--- config.mk ---
export PLATFORM = sky130hd
export DESIGN_NAME = game_round_ctrl
export DESIGN_NICKNAME = d
export VERILOG_FILES = /design/src/rtl/game_pkg.sv /design/src/rtl/tick_divider.sv /design/src/rtl/game_round_ctrl.sv
export SDC_FILE = /design/constraint.sdc
export NUM_CORES = 1
export LEC_CHECK = 0
export CORE_ASPECT_RATIO = 1.5
export CORE_MARGIN = 10
export CORE_UTILIZATION = 49
export CTS_BUF_LIST = sky130_fd_sc_hd__clkbuf_2 sky130_fd_sc_hd__clkbuf_4 sky130_fd_sc_hd__clkbuf_8
export CTS_CLUSTER_DIAMETER = 80
export DETAILED_ROUTE_END_ITERATION = 10
export GPL_TIMING_DRIVEN = 0
export PLACE_DENSITY_LB_ADDON = 0.05
export SKIP_LAST_GASP = 1
export SYNTH_ARGS = -nofsm -noshare
export SYNTH_HDL_FRONTEND = slang
export SYNTH_SLANG_ARGS = --single-unit
export TNS_END_PERCENT = 30
--- constraint.sdc ---
create_clock -name CLOCK_50 -period 3.2 [get_ports CLOCK_50]
set_input_delay 0.64 -clock CLOCK_50 [delete_from_list [all_inputs] [get_ports CLOCK_50]]
set_output_delay 0.64 -clock CLOCK_50 [all_outputs]
set_load 0.02 [all_outputs]
--- src/rtl/game_pkg.sv ---
`default_nettype none
// ============================================================================
//  Module      : game_pkg
//  Description : Shared types, counter widths and default parameter values
//                for the game round engine.
//  Revision    : 1.0 - initial release
// ============================================================================
package game_pkg;

    // Round engine states
    typedef enum logic [1:0] {
        IDLE = 2'd0,
        PLAY = 2'd1,
        END  = 2'd2
    } round_state_t;

    // Display counter widths
    localparam int SCORE_W = 8;
    localparam int LIVES_W = 4;
    localparam int TIME_W  = 8;

    // Default parameter values
    localparam int DEF_CLK_HZ        = 50_000_000;
    localparam int DEF_ROUND_SECONDS = 60;
    localparam int DEF_WIN_SCORE     = 20;
    localparam int DEF_LIVES         = 3;

endpackage
`default_nettype wire

--- src/rtl/tick_divider.sv ---
`default_nettype none
// ============================================================================
//  Module      : tick_divider
//  Description : Free-running 0..CLK_HZ-1 counter that advances only while
//                enabled and emits a one-cycle tick on the wrap cycle.
//  Revision    : 1.0 - initial release
// ============================================================================
module tick_divider
    import game_pkg::*;
#(
    parameter int CLK_HZ = DEF_CLK_HZ
) (
    input  logic clk,
    input  logic rst_n,
    input  logic en,
    input  logic clr,
    output logic tick
);

    // A one-cycle period still needs a 1-bit counter to stay legal
    localparam int               CNT_W  = (CLK_HZ > 1) ? $clog2(CLK_HZ) : 1;
    localparam logic [CNT_W-1:0] C_LAST = CNT_W'(CLK_HZ - 1);

    logic [CNT_W-1:0] r_cnt;

    // Strobe during the last count so the consumer updates on the wrap edge
    assign tick = en && (r_cnt == C_LAST);

    // Divider count: clear wins, otherwise advance only while enabled
    always_ff @(posedge clk or negedge rst_n) begin
        if (!rst_n) begin
            r_cnt <= '0;
        end else if (clr) begin
            r_cnt <= '0;
        end else if (en) begin
            r_cnt <= tick ? '0 : r_cnt + 1'b1;
        end
    end

endmodule
`default_nettype wire

--- src/rtl/game_round_ctrl.sv ---
`default_nettype none
// ============================================================================
//  Module      : game_round_ctrl
//  Description : Round engine: countdown timer, score and lives counters,
//                held game-over/win result and ready indication.
//  Revision    : 1.0 - initial release
// ============================================================================
module game_round_ctrl
    import game_pkg::*;
#(
    parameter int CLK_HZ        = DEF_CLK_HZ,
    parameter int ROUND_SECONDS = DEF_ROUND_SECONDS,
    parameter int WIN_SCORE     = DEF_WIN_SCORE,
    parameter int LIVES         = DEF_LIVES
) (
    input  logic               CLOCK_50,
    input  logic               reset_n,
    input  logic               startGameNow,
    input  logic               gamePlaying,
    input  logic               resetMaster,
    input  logic               hit,
    input  logic               miss,
    output logic               ready,
    output logic               GameOver,
    output logic               GameWonOut,
    output logic [SCORE_W-1:0] score,
    output logic [LIVES_W-1:0] lives_left,
    output logic [TIME_W-1:0]  time_left
);

    localparam logic [SCORE_W-1:0] C_WIN   = SCORE_W'(WIN_SCORE);
    localparam logic [LIVES_W-1:0] C_LIVES = LIVES_W'(LIVES);
    localparam logic [TIME_W-1:0]  C_TIME  = TIME_W'(ROUND_SECONDS);

    round_state_t       r_state;
    logic               r_ready;
    logic               r_game_over;
    logic               r_game_won;
    logic [SCORE_W-1:0] r_score;
    logic [LIVES_W-1:0] r_lives;
    logic [TIME_W-1:0]  r_time;
    logic               r_playing_q;

    logic               w_start;
    logic               w_tick;
    logic               w_hit;
    logic               w_miss;
    logic               w_abort;
    logic [SCORE_W-1:0] w_score_nx;
    logic [LIVES_W-1:0] w_lives_nx;
    logic [TIME_W-1:0]  w_time_nx;
    logic               w_win;
    logic               w_lose;

    // A start is only honoured from IDLE; it also restarts the second divider
    assign w_start = (r_state == IDLE) && startGameNow;

    tick_divider #(
        .CLK_HZ (CLK_HZ)
    ) u_tick_divider (
        .clk   (CLOCK_50),
        .rst_n (reset_n),
        .en    (r_state == PLAY),
        .clr   (w_start),
        .tick  (w_tick)
    );

    // Player events count only while the session says the round is live
    assign w_hit  = gamePlaying && hit;
    assign w_miss = gamePlaying && miss;

    // Abort on the falling edge of gamePlaying, so a round whose session
    // level rises after the start strobe is not torn down immediately
    assign w_abort = r_playing_q && !gamePlaying;

    // Post-update counter values; the end-of-round decision looks at these
    assign w_score_nx = (w_hit  && (r_score != '1)) ? r_score + 1'b1 : r_score;
    assign w_lives_nx = (w_miss && (r_lives != '0)) ? r_lives - 1'b1 : r_lives;
    assign w_time_nx  = (w_tick && (r_time  != '0)) ? r_time  - 1'b1 : r_time;

    assign w_win  = (w_score_nx >= C_WIN);
    assign w_lose = (w_lives_nx == '0) || (w_time_nx == '0);

    // Round state machine with registered status outputs and counters
    always_ff @(posedge CLOCK_50 or negedge reset_n) begin
        if (!reset_n) begin
            r_state     <= IDLE;
            r_ready     <= 1'b1;
            r_game_over <= 1'b0;
            r_game_won  <= 1'b0;
            r_score     <= '0;
            r_lives     <= '0;
            r_time      <= '0;
            r_playing_q <= 1'b0;
        end else begin
            r_playing_q <= gamePlaying;
            case (r_state)
                IDLE: begin
                    if (startGameNow) begin
                        r_state <= PLAY;
                        r_ready <= 1'b0;
                        r_score <= '0;
                        r_lives <= C_LIVES;
                        r_time  <= C_TIME;
                    end
                end
                PLAY: begin
                    if (w_abort) begin
                        // Counters freeze as they are, no result is reported
                        r_state <= IDLE;
                        r_ready <= 1'b1;
                    end else begin
                        r_score <= w_score_nx;
                        r_lives <= w_lives_nx;
                        r_time  <= w_time_nx;
                        if (w_win) begin
                            r_state     <= END;
                            r_game_over <= 1'b1;
                            r_game_won  <= 1'b1;
                        end else if (w_lose) begin
                            r_state     <= END;
                            r_game_over <= 1'b1;
                            r_game_won  <= 1'b0;
                        end
                    end
                end
                END: begin
                    // Result and counters hold until the session acknowledges
                    if (resetMaster) begin
                        r_state     <= IDLE;
                        r_ready     <= 1'b1;
                        r_game_over <= 1'b0;
                        r_game_won  <= 1'b0;
                    end
                end
                default: begin
                    r_state     <= IDLE;
                    r_ready     <= 1'b1;
                    r_game_over <= 1'b0;
                    r_game_won  <= 1'b0;
                end
            endcase
        end
    end

    assign ready      = r_ready;
    assign GameOver   = r_game_over;
    assign GameWonOut = r_game_won;
    assign score      = r_score;
    assign lives_left = r_lives;
    assign time_left  = r_time;

endmodule
`default_nettype wire

==> results.txt, run 1 <==
----------------------------------------------------
[GRT]
  First-pass GRT wire length ... 14700 um
  Via count of the first global-routing pass ... 2985
  Number of antenna violations at the first check in global routing ... 0
  Maximum number of pins on one net before global-route repair ... 32
  Global-route congestion overflow total ... 0
  Total GRT Usage ... 17.13%

[Clocking]
  Source-to-sink clock delay at the later pin of the worst-skew pair ... 0.30 ns
  TritonCTS clock tree ... done
  Post-CTS Setup Bufs ... 0
  CTS Buffer Depth ... 2
  Number of gates resized after cts ... 0
  Number of levels in the clock H-tree ... 2
  Number of CTS-inserted buffers ... 5
  Cts-stage hold buffer count ... 0
  Number of sinks on the clock net ... 52
  Library cell used as clock root buffer ... sky130_fd_sc_hd__clkbuf_8
  Clock slew seen by the registers of the worst setup and hold paths ... 0.10 ns

[Critical path]
  Data arrival time of the critical path ... 2.71 ns
  CP startpoint kind ... input port
  Kind of critical path ... input port to flip-flop
  Sequence of cells on the critical path ... clkdlybuf4s50_1, nand2_1, a2111oi_2, a22o_1, nand3_1, a2111oi_2, o21ai_0
  Highest fanout seen on the critical path ... 8
  Worst stage delay on the critical path ... 0.65 ns
  Worst-path cell with the longest stage delay ... sky130_fd_sc_hd__clkdlybuf4s50_1
  Cell family contributing the most delay on the critical path ... compound AO/OA/AOI/OAI gates
  CP dominant cell by count ... sky130_fd_sc_hd__a2111oi_2
  Count of buffering cells on the critical path with inverters included ... 1
  Data required time of the critical path ... 3.39 ns
  Category of the worst setup path capture point ... flip-flop

[Finish]
  Core Util, Final ... 57.98%
  Count of antenna diodes in the layout ... 0
  Combined flip-flop and latch cell area ... 0.001303 mm2
  Layout net count ... 423
  Multi-input combinational cell area ... 0.001763 mm2
  Area growth from synthesis to layout ... 16.42%
  Layout cells sized above 1 ... 10.68%
  Fill count ... 612

[Power]
  Overall power of the completed layout ... 2.169 mW
  Sequential cell fraction of total power ... 37.0%
  Peak supply drop ... 0.3538 mV
  Cell internal pwr ... 1.316 mW
  Share of total power in combinational logic ... 39.7%
  Switching power ... 0.8529 mW
  Relative contribution of the clock network to total power ... 23.3%
  Sw frac ... 39.32%
  Leakage dissipation ... 1.489 nW
  Power density over the cells ... 580.8 mW/mm2

[Synthesis]
  Synthesized net count ... 386
  Syn avg cell area ... 8.578 um2
  Number of storage elements in the synthesis netlist ... 52
  Mapped Cells ... 374
  Portion of the post-synthesis area used by sequential elements ... 40.60%
  Share of synthesized flip-flops with an asynchronous set or reset ... 100.0%
  Number of distinct library cell variants in the gate-level netlist after synthesis ... 62
  Yosys warnings ... 0
  Dominant register cell in the synthesized netlist ... sky130_fd_sc_hd__dfrtp_1
  Netlist area before placement ... 0.003208 mm2
  Count of flip-flops with a built-in enable after synthesis ... 0

[Job]
  Max capacitance violation total ... 0

[Floorplan]
  Floorplan die area ... 0.01025 mm2
  Io pins ... 30
  Starting density of the core ... 49.81%
  Core region area ... 0.006441 mm2
  X dimension of the die ... 86.07 um
  Core Rows ... 36
  Chip height ... 119.1 um

[Min path]
  Hold Path Class ... input port to asynchronous set/reset pin

[Place]
  Worst-case setup slack after placement ... 0.4017 ns
  Hpwl dp ... 6365 um
  Number of buffer cells added on primary ports ... 29
  Gpl congestion ... 0.8839

[STA]
  Minimum clock period ... 2.521 ns
  Setup repair after global routing missed its margin ... no
  Slew Limit Fails ... 0
  Slew @ Worst Pin ... 0.8029 ns
  Share of the cycle needed by the critical path after routing ... 78.77%
  Relative slew margins ... 46.27%
  Final number of setup-violating endpoints ... 0
  FMAX ... 396.7 MHz
  Final setup slack of the worst path ... 0.6794 ns
  Hold Fails Final Rpt ... 0
  Final worst clock skew ... 0.009727 ns

[Detailed routing]
  Total length of routed wires ... 8605 um
  Number of detailed-route iterations in the first pass ... 4
  Number of nets with antenna violations after detailed routing ... 0
  Post-DR wirelength/cell ... 17.63 um
  Final routed DRC violation total ... 0
  Via density ... 6.064
  Total number of vias ... 2959
  Violation count after the first detailed-route iteration ... 194

[Outcome]
  Result of the run ... finished, final reports clean

----------------------------------------------------
-- worst paths after layout --
path	endpoint	slack (ns)	cells after the start	from
min reg2reg	GameOver$_DFFE_PN0P_	0.50	2	GameOver$_DFFE_PN0P_
max	r_state[1]$_DFFE_PN0P_	0.68	7	gamePlaying
min	time_left[3]$_DFFE_PN0P_	0.29	1	reset_n
min in group CLOCK_50	GameOver$_DFFE_PN0P_	0.50	2	GameOver$_DFFE_PN0P_
max in group asynchronous	ready$_DFFE_PN1P_	2.27	2	reset_n
max reg2reg	r_state[1]$_DFFE_PN0P_	0.88	8	score[0]$_DFFE_PN0P_
-- power groups by stage --
stage          registers (mW)  clock network (mW)  logic [mW]
2_1_floorplan           0.852                   0       0.508
3_3_place_gp            0.815                   0       0.853
3_5_place_dp            0.817                   0       0.864
4_1_cts                 0.804               0.512       0.868
5_1_grt                 0.818               0.534       0.968
6_report                0.803               0.506       0.861
-- metrics by stage --
stage	instance area [um2]	std cells	TNS [ns]	hold WS (ns)
after global placement	3593	479	-6.985	0.4772
after floorplan	3208	374	0	0.3444
final	3735	488	0	0.2934
after global routing	3735	488	0	0.3111
after detailed placement	3608	480	0	0.4883
after CTS	3735	488	0	0.3069
-- placed cells by master, fill, tap and decap left out, drive strengths merged, types with 4 or more instances in the layout --
cell and n:
o21ai 52, a21oi 24, nor2 24, inv 14
nand2 37, or2 4, and2 4, nor3b 5
buf 13, and3 6, dfrtp 51, a31oi 8
nor4 6, nand4 12, or3 7, o31ai 10
clkdlybuf4s50 28, clkbuf 14, nand3 24, nor3 19
ha 5
-- worst register-to-register path, stage by stage (launching register included) --
cell	delay, ns
sky130_fd_sc_hd__dfrtp_1	0.44
sky130_fd_sc_hd__ha_1	0.21
sky130_fd_sc_hd__buf_2	0.18
sky130_fd_sc_hd__nand3b_1	0.19
sky130_fd_sc_hd__a2111oi_2	0.32
sky130_fd_sc_hd__a22o_1	0.18
sky130_fd_sc_hd__nand3_1	0.20
sky130_fd_sc_hd__a2111oi_2	0.34
sky130_fd_sc_hd__o21ai_0	0.13
-- registers in the layout, indices dropped and copies added, names as in the netlist --
| name | cells |
|---|---|
| ready | 1 |
| GameOver | 1 |
| score | 8 |
| GameWonOut | 1 |
| r_state | 2 |
| u_tick_divider.r_cnt | 26 |
| time_left | 8 |
| lives_left | 4 |
| r_playing_q | 1 |
-- cell families after synthesis --
group,share of synthesized area [%]
simple gates,28.90
compound gates,22.58
flops,40.60
buf+inv,4.446
fa+ha+maj,1.950
mux,0.9750
xor+xnor,0.5461
-- cells in the mapped netlist, types with 3 or more instances --
master,number,area share (%)
sky130_fd_sc_hd__nor3_1,18,2.8
sky130_fd_sc_hd__nand4_1,11,2.1
sky130_fd_sc_hd__and3_1,5,0.98
sky130_fd_sc_hd__buf_2,8,1.2
sky130_fd_sc_hd__o31ai_1,10,2.3
sky130_fd_sc_hd__nand2b_1,3,0.59
sky130_fd_sc_hd__o21ai_0,51,8.0
sky130_fd_sc_hd__a31oi_1,8,1.6
sky130_fd_sc_hd__ha_1,5,2.0
sky130_fd_sc_hd__nand3_1,21,3.3
sky130_fd_sc_hd__nor3b_1,5,1.2
sky130_fd_sc_hd__buf_4,3,0.70
sky130_fd_sc_hd__o22a_1,3,0.82
sky130_fd_sc_hd__or2_2,3,0.59
sky130_fd_sc_hd__nand2_1,36,4.2
sky130_fd_sc_hd__dfrtp_1,51,40
sky130_fd_sc_hd__a21o_1,3,0.70
sky130_fd_sc_hd__or3_1,7,1.4
sky130_fd_sc_hd__and2_1,4,0.78
sky130_fd_sc_hd__clkbuf_1,6,0.70
sky130_fd_sc_hd__inv_1,14,1.6
sky130_fd_sc_hd__nor4_1,4,0.78
sky130_fd_sc_hd__a21oi_1,24,3.7
sky130_fd_sc_hd__nor2_1,23,2.7
-- layer usage --
layer | wire (um) | share of wire [%] | up-vias | track usage, %
met3 | 326 | 3.8 | 8 | 3.342
met2 | 4709 | 55 | 47 | 31.25
li1 | - | - | 1466 | -
met1 | 3456 | 40 | 1438 | 18.71
met4 | 113 | 1.3 | 0 | 6.302
met5 | 0 | 0 | - | 0
-- layout make-up --
cell class,count,share of cell area [%]
Buffer,18,2.412
Clock buffer,7,2.580
Clock inverter,1,0.8040
Inverter,14,1.407
Multi-Input combinational cell,290,47.20
Sequential cell,52,34.87
Tap cell,76,2.546
Timing Repair Buffer,30,8.174
(Power assumes the default switching activity.)
==> run 2, diff against run 1 <==
==> constraint.sdc (replaced) <==
create_clock -name CLOCK_50 -period 2.55 [get_ports CLOCK_50]
set_input_delay 0.51 -clock CLOCK_50 [delete_from_list [all_inputs] [get_ports CLOCK_50]]
set_output_delay 0.51 -clock CLOCK_50 [all_outputs]
set_load 0.02 [all_outputs]
==> results.txt, run 2 (same netlist as run 1, synthesis figures left out) <==
----------------------------------------------------
[Floorplan]
  Starting density of the core ... 49.81% (unchanged)
  Chip height ... 119.1 um (unchanged)
  Floorplan die area ... 0.01025 mm2 (unchanged)
  Core region area ... 0.006441 mm2 (unchanged)
  X dimension of the die ... 86.07 um (unchanged)
  Core Rows ... 36 (unchanged)
  Io pins ... 30 (unchanged)

[Critical path]
  CP dominant cell by count ... sky130_fd_sc_hd__a2111oi_2
  Kind of critical path ... flip-flop to flip-flop
  Worst stage delay on the critical path ... 0.44 ns (-0.21 ns)
  Worst-path cell with the longest stage delay ... sky130_fd_sc_hd__dfrtp_1
  Data required time of the critical path ... 2.74 ns (-0.65 ns)
  Category of the worst setup path capture point ... flip-flop
  Count of buffering cells on the critical path with inverters included ... 1 (unchanged)
  Sequence of cells on the critical path ... ha_1, buf_2, nand3b_1, a2111oi_2, a22o_1, nand3_1, a2111oi_2, o21ai_0
  Cell family contributing the most delay on the critical path ... compound AO/OA/AOI/OAI gates
  Highest fanout seen on the critical path ... 10 (+2)
  Data arrival time of the critical path ... 2.49 ns (-0.22 ns)
  CP startpoint kind ... flip-flop

[Power]
  Peak supply drop ... 0.4439 mV (+25%)
  Leakage dissipation ... 1.498 nW (+0.61%)
  Power density over the cells ... 729.2 mW/mm2 (+26%)

[Finish]
  Top register by number of flip-flops ... u_tick_divider.r_cnt
  Fill count ... 611 (-0.16%)
  Count of antenna diodes in the layout ... 0 (unchanged)
  Commonest non-fill, non-tap cells in the layout ... sky130_fd_sc_hd__dfrtp_1, sky130_fd_sc_hd__o21ai_0, sky130_fd_sc_hd__nand2_1, sky130_fd_sc_hd__clkdlybuf4s50_1, sky130_fd_sc_hd__a21oi_1
  Flip-flop count of the largest register after layout ... 26 (unchanged)
  Area growth from synthesis to layout ... 16.50% (about the same)
  Layout net count ... 423 (unchanged)
  Combined flip-flop and latch cell area ... 0.001303 mm2 (unchanged)
  Layout cells sized above 1 ... 10.68% (unchanged)
  Multi-input combinational cell area ... 0.001763 mm2 (unchanged)

[STA]
  FMAX ... 434.2 MHz
  Slew Limit Fails ... 0 (unchanged)
  Share of the cycle needed by the critical path after routing ... 90.33%
  Worst Hold Slack ... 0.1655 ns (-0.1279 ns)
  Setup repair after global routing missed its margin ... no
  Final number of setup-violating endpoints ... 0 (unchanged)
  Final setup slack of the worst path ... 0.2467 ns (-0.4327 ns)
  Slew @ Worst Pin ... 0.7866 ns (-0.01636 ns)
  Hold Fails Final Rpt ... 0 (unchanged)
  Relative slew margins ... 47.37% (+1.1 points)
  Minimum clock period ... 2.303 ns
  Final worst clock skew ... 0.007064 ns (-0.002662 ns)

[Clocking]
  Number of levels in the clock H-tree ... 2 (unchanged)
  Cts-stage hold buffer count ... 0 (unchanged)
  TritonCTS clock tree ... done
  Library cell used as clock root buffer ... sky130_fd_sc_hd__clkbuf_8
  Number of sinks on the clock net ... 52 (unchanged)
  Number of CTS-inserted buffers ... 5 (unchanged)
  Number of gates resized after cts ... 0 (unchanged)
  Post-CTS Setup Bufs ... 0 (unchanged)
  Clock slew seen by the registers of the worst setup and hold paths ... 0.10 ns (about the same)
  CTS Buffer Depth ... 2 (unchanged)
  Source-to-sink clock delay at the later pin of the worst-skew pair ... 0.30 ns (about the same)

[Min path]
  Hold Path Class ... input port to asynchronous set/reset pin

[GRT]
  Number of antenna violations at the first check in global routing ... 0 (unchanged)
  Total GRT Usage ... 17.13% (unchanged)
  First-pass GRT wire length ... 14700 um (unchanged)
  Maximum number of pins on one net before global-route repair ... 32 (unchanged)
  Global-route congestion overflow total ... 0 (unchanged)
  Via count of the first global-routing pass ... 2985 (unchanged)

[Place]
  Hpwl dp ... 6365 um (unchanged)
  Number of buffer cells added on primary ports ... 29 (unchanged)
  Worst-case setup slack after placement ... -0.1183 ns (-0.5200 ns)
  Gpl congestion ... 0.8839 (unchanged)

[Detailed routing]
  Final routed DRC violation total ... 0 (unchanged)
  Violation count after the first detailed-route iteration ... 185 (-4.6%)
  Post-DR wirelength/cell ... 17.63 um (unchanged)
  Total number of vias ... 2994 (+1.2%)
  Via density ... 6.135 (+1.2%)
  Number of nets with antenna violations after detailed routing ... 0 (unchanged)
  Number of detailed-route iterations in the first pass ... 5 (+1)
  Total length of routed wires ... 8605 um (unchanged)

[Outcome]
  Result of the run ... finished, final reports clean

[Job]
  Max capacitance violation total ... 0 (unchanged)

----------------------------------------------------
-- run 2: path summary, 6_finish.rpt --
| path | from | to | slack, ns | cells past startpoint |
|---|---|---|---|---|
| worst min-delay path | reset_n | time_left[3]$_DFFE_PN0P_ | 0.17 | 1 |
| worst max register to register | score[0]$_DFFE_PN0P_ | r_state[1]$_DFFE_PN0P_ | 0.25 | 8 |
| worst min register to register | GameOver$_DFFE_PN0P_ | GameOver$_DFFE_PN0P_ | 0.50 | 2 |
| worst max-delay path | score[0]$_DFFE_PN0P_ | r_state[1]$_DFFE_PN0P_ | 0.25 | 8 |
| min in group CLOCK_50 | GameOver$_DFFE_PN0P_ | GameOver$_DFFE_PN0P_ | 0.50 | 2 |
| max in group asynchronous | reset_n | ready$_DFFE_PN1P_ | 1.75 | 2 |
-- run 2: through the flow --
stage | power [mW] | std cells | TNS [ns] | instance area, um2 | utilization [%]
after CTS | 2.741 | 488 | 0 | 3735 | 57.98
after global placement | 2.093 | 479 | -33.81 | 3593 | 55.79
after global routing | 2.910 | 488 | 0 | 3737 | 58.02
after detailed placement | 2.110 | 480 | -0.4181 | 3608 | 56.02
final | 2.725 | 488 | 0 | 3737 | 58.02
after floorplan | 1.707 | 374 | 0 | 3208 | -
-- run 2: where the power goes --
part / internal [mW] / total [mW] / switching (mW)
clock network: 0.347 / 0.634 / 0.287
registers: 0.914 / 1.01 / 0.0937
logic: 0.391 / 1.08 / 0.692
-- run 2: layout make-up --
class                      count  area share (%)
multi-input combinational    290           47.17
sequential                    52           34.85
timing repair buffer          30           8.236
clock buffer                   7           2.578
tap                           76           2.544
buffer                        18           2.410
inverter                      14           1.406
clock inverter                 1          0.8035
-- run 2: routing by layer --
layer | global-route usage, % | share of wire (%) | vias to the layer above
met4 | 6.302 | 1.1 | 0
li1 | - | - | 1471
met3 | 3.342 | 4.2 | 6
met1 | 18.71 | 40 | 1457
met5 | 0 | 0 | -
met2 | 31.25 | 55 | 60
==> run 3, diff against run 2 <==
--- a/config.mk
+++ b/config.mk
@@ -5,9 +5,11 @@
 export SDC_FILE = /design/constraint.sdc
 export NUM_CORES = 1
 export LEC_CHECK = 0
+export CELL_PAD_IN_SITES_DETAIL_PLACEMENT = 2
+export CELL_PAD_IN_SITES_GLOBAL_PLACEMENT = 2
 export CORE_ASPECT_RATIO = 1.5
 export CORE_MARGIN = 10
-export CORE_UTILIZATION = 49
+export CORE_UTILIZATION = 36
 export CTS_BUF_LIST = sky130_fd_sc_hd__clkbuf_2 sky130_fd_sc_hd__clkbuf_4 sky130_fd_sc_hd__clkbuf_8
 export CTS_CLUSTER_DIAMETER = 80
 export DETAILED_ROUTE_END_ITERATION = 10
==> results.txt, run 3 (same netlist as run 1, synthesis figures left out) <==
----------------------------------------------------
[Outcome]
  Result of the run ... finished, final reports clean

[Finish]
  Layout net count ... 423 (unchanged)
  Flip-flop count of the largest register after layout ... 26 (unchanged)
  Area growth from synthesis to layout ... 17.08%
  Top register by number of flip-flops ... u_tick_divider.r_cnt
  Commonest non-fill, non-tap cells in the layout ... sky130_fd_sc_hd__dfrtp_1, sky130_fd_sc_hd__o21ai_0, sky130_fd_sc_hd__nand2_1, sky130_fd_sc_hd__clkdlybuf4s50_1, sky130_fd_sc_hd__a21oi_1
  Core Util, Final ... 42.80% (-15 points)
  Post-layout instance count excluding filler cells ... 521 (+6.8%)
  Fill count ... 1011 (+65%)
  Count of antenna diodes in the layout ... 0 (unchanged)
  Layout cells sized above 1 ... 10.95% (+0.27 points)
  Multi-input combinational cell area ... 0.001787 mm2 (+1.3%)
  Combined flip-flop and latch cell area ... 0.001303 mm2 (unchanged)

[Place]
  Hpwl dp ... 8261 um (+30%)
  Gpl congestion ... 0.8078 (-8.6%)
  Placed cell count ... 514 (+7.1%)
  Number of buffer cells added on primary ports ... 29 (unchanged)
  Worst-case setup slack after placement ... -0.2298 ns (-0.1115 ns)

[STA]
  Final worst clock skew ... 0.006985 ns (-0.00007933 ns)
  Share of the cycle needed by the critical path after routing ... 92.92% (+2.6 points)
  Setup repair after global routing missed its margin ... yes
  Final setup slack of the worst path ... 0.1805 ns (-0.06615 ns)
  Final number of setup-violating endpoints ... 0 (unchanged)
  Setup TNS ... 0 ns (unchanged)
  Worst Hold Slack ... 0.1058 ns (-0.05973 ns)
  FMAX ... 422.0 MHz (-2.8%)
  Relative slew margins ... 47.13% (-0.24 points)
  Hold Fails Final Rpt ... 0 (unchanged)
  Minimum clock period ... 2.369 ns (+0.06615 ns)
  Slew Limit Fails ... 0 (unchanged)
  Slew @ Worst Pin ... 0.7901 ns (+0.003574 ns)

[Clocking]
  Cts-stage hold buffer count ... 0 (unchanged)
  TritonCTS clock tree ... done
  Source-to-sink clock delay at the later pin of the worst-skew pair ... 0.32 ns (+0.02 ns)
  Clock slew seen by the registers of the worst setup and hold paths ... 0.10 ns (about the same)
  CTS Buffer Depth ... 2 (unchanged)
  Number of sinks on the clock net ... 52 (unchanged)
  Number of CTS-inserted buffers ... 5 (unchanged)
  Number of levels in the clock H-tree ... 2 (unchanged)
  Library cell used as clock root buffer ... sky130_fd_sc_hd__clkbuf_8

[Power]
  Power density over the cells ... 706.5 mW/mm2 (-3.1%)
  Leakage dissipation ... 1.482 nW (-1.1%)
  Peak supply drop ... 0.4193 mV (-5.5%)

[Detailed routing]
  Number of nets with antenna violations after detailed routing ... 0 (unchanged)
  Final routed DRC violation total ... 0 (unchanged)
  Via density ... 5.902 (-3.8%)
  Total number of vias ... 3075 (+2.7%)
  Total length of routed wires ... 11020 um (+28%)
  Number of detailed-route iterations in the first pass ... 4 (-1)
  Post-DR wirelength/cell ... 21.16 um (+20%)
  Violation count after the first detailed-route iteration ... 67 (-64%)

[Floorplan]
  Floorplan die area ... 0.01316 mm2 (+28%)
  Chip height ... 135.6 um (+14%)
  Io pins ... 30 (unchanged)
  Core region area ... 0.008776 mm2 (+36%)
  Starting density of the core ... 36.56% (-13 points)
  X dimension of the die ... 97.08 um (+13%)
  Core Rows ... 42 (+17%)

[GRT]
  Global-route congestion overflow total ... 0 (unchanged)
  Via count of the first global-routing pass ... 3477 (+16%)
  Total GRT Usage ... 16.87% (-0.26 points)
  Maximum number of pins on one net before global-route repair ... 38 (+19%)
  First-pass GRT wire length ... 18420 um (+25%)
  Number of antenna violations at the first check in global routing ... 0 (unchanged)

[Critical path]
  Kind of critical path ... input port to flip-flop
  CP startpoint kind ... input port
  Data arrival time of the critical path ... 2.62 ns (+0.13 ns)
  Category of the worst setup path capture point ... flip-flop
  Data required time of the critical path ... 2.80 ns (+0.06 ns)
  Highest fanout seen on the critical path ... 8 (-2)

[Min path]
  Hold Path Class ... input port to asynchronous set/reset pin

[Job]
  Max capacitance violation total ... 0 (unchanged)

----------------------------------------------------
[run 3: cell count changes in the layout (fill, tap and decap cells not counted), sizes merged]
cell	previous run	this run
clkdlybuf4s50	27	28
bufinv	1	0
clkinv	0	1
clkbuf	14	13
dlymetal6s2s	1	0
[run 3: what timing repair did]
| item | CTS | global route |
|---|---|---|
| endpoints found under the setup margin | 0 | 5 |
| gates resized for setup | 0 | 3 |
| buffers inserted | 0 | 0 |
[run 3: per-stage QoR]
stage	power (mW)	area, um2
2_1_floorplan	1.707	3208
3_3_place_gp	2.140	3636
3_5_place_dp	2.183	3651
4_1_cts	2.688	3732
5_1_grt	2.850	3756
6_report	2.654	3756
[run 3: layer usage]
layer  share of wire, %  GRT usage [%]  routed length, um
met5                  0              0                  0
met4                1.1          4.688                119
met3                1.8          2.298                194
met2                 58          34.20               6393
met1                 39          17.25               4316
[run 3: final cells by class]
class                           count  area share (%)
Buffer                             18           2.398
Timing Repair Buffer               30           8.128
Clock inverter                      1          0.1332
Clock buffer                        6           2.032
Tap cell                          110           3.664
Sequential cell                    52           34.68
Multi-Input combinational cell    290           47.57
Inverter                           14           1.399
[run 3: path summary, 6_finish.rpt]
kind | from | cells past startpoint | slack (ns) | endpoint
max | gamePlaying | 7 | 0.18 | r_state[0]$_DFFE_PN0P_
min | reset_n | 1 | 0.11 | score[0]$_DFFE_PN0P_
max reg2reg | u_tick_divider.r_cnt[0]$_DFFE_PN0P_ | 6 | 0.20 | time_left[0]$_DFFE_PN0P_
min reg2reg | GameOver$_DFFE_PN0P_ | 2 | 0.51 | GameOver$_DFFE_PN0P_
max in group asynchronous | reset_n | 2 | 1.81 | ready$_DFFE_PN1P_
min in group CLOCK_50 | GameOver$_DFFE_PN0P_ | 2 | 0.51 | GameOver$_DFFE_PN0P_
[run 3: critical path, stage by stage]
cell and delay, ns:
sky130_fd_sc_hd__clkdlybuf4s50_1 0.65, sky130_fd_sc_hd__nand2_1 0.19, sky130_fd_sc_hd__a2111oi_2 0.38, sky130_fd_sc_hd__a22o_1 0.20, sky130_fd_sc_hd__nand3_2 0.17, sky130_fd_sc_hd__a2111o_1 0.36
sky130_fd_sc_hd__o21ai_1 0.15
[run 3: power by group]
part / internal [mW] / leakage, nW / switching (mW)
sequential: 0.914 / 0.682 / 0.0991
clock: 0.199 / 0.0445 / 0.297
combinational: 0.397 / 0.755 / 0.747
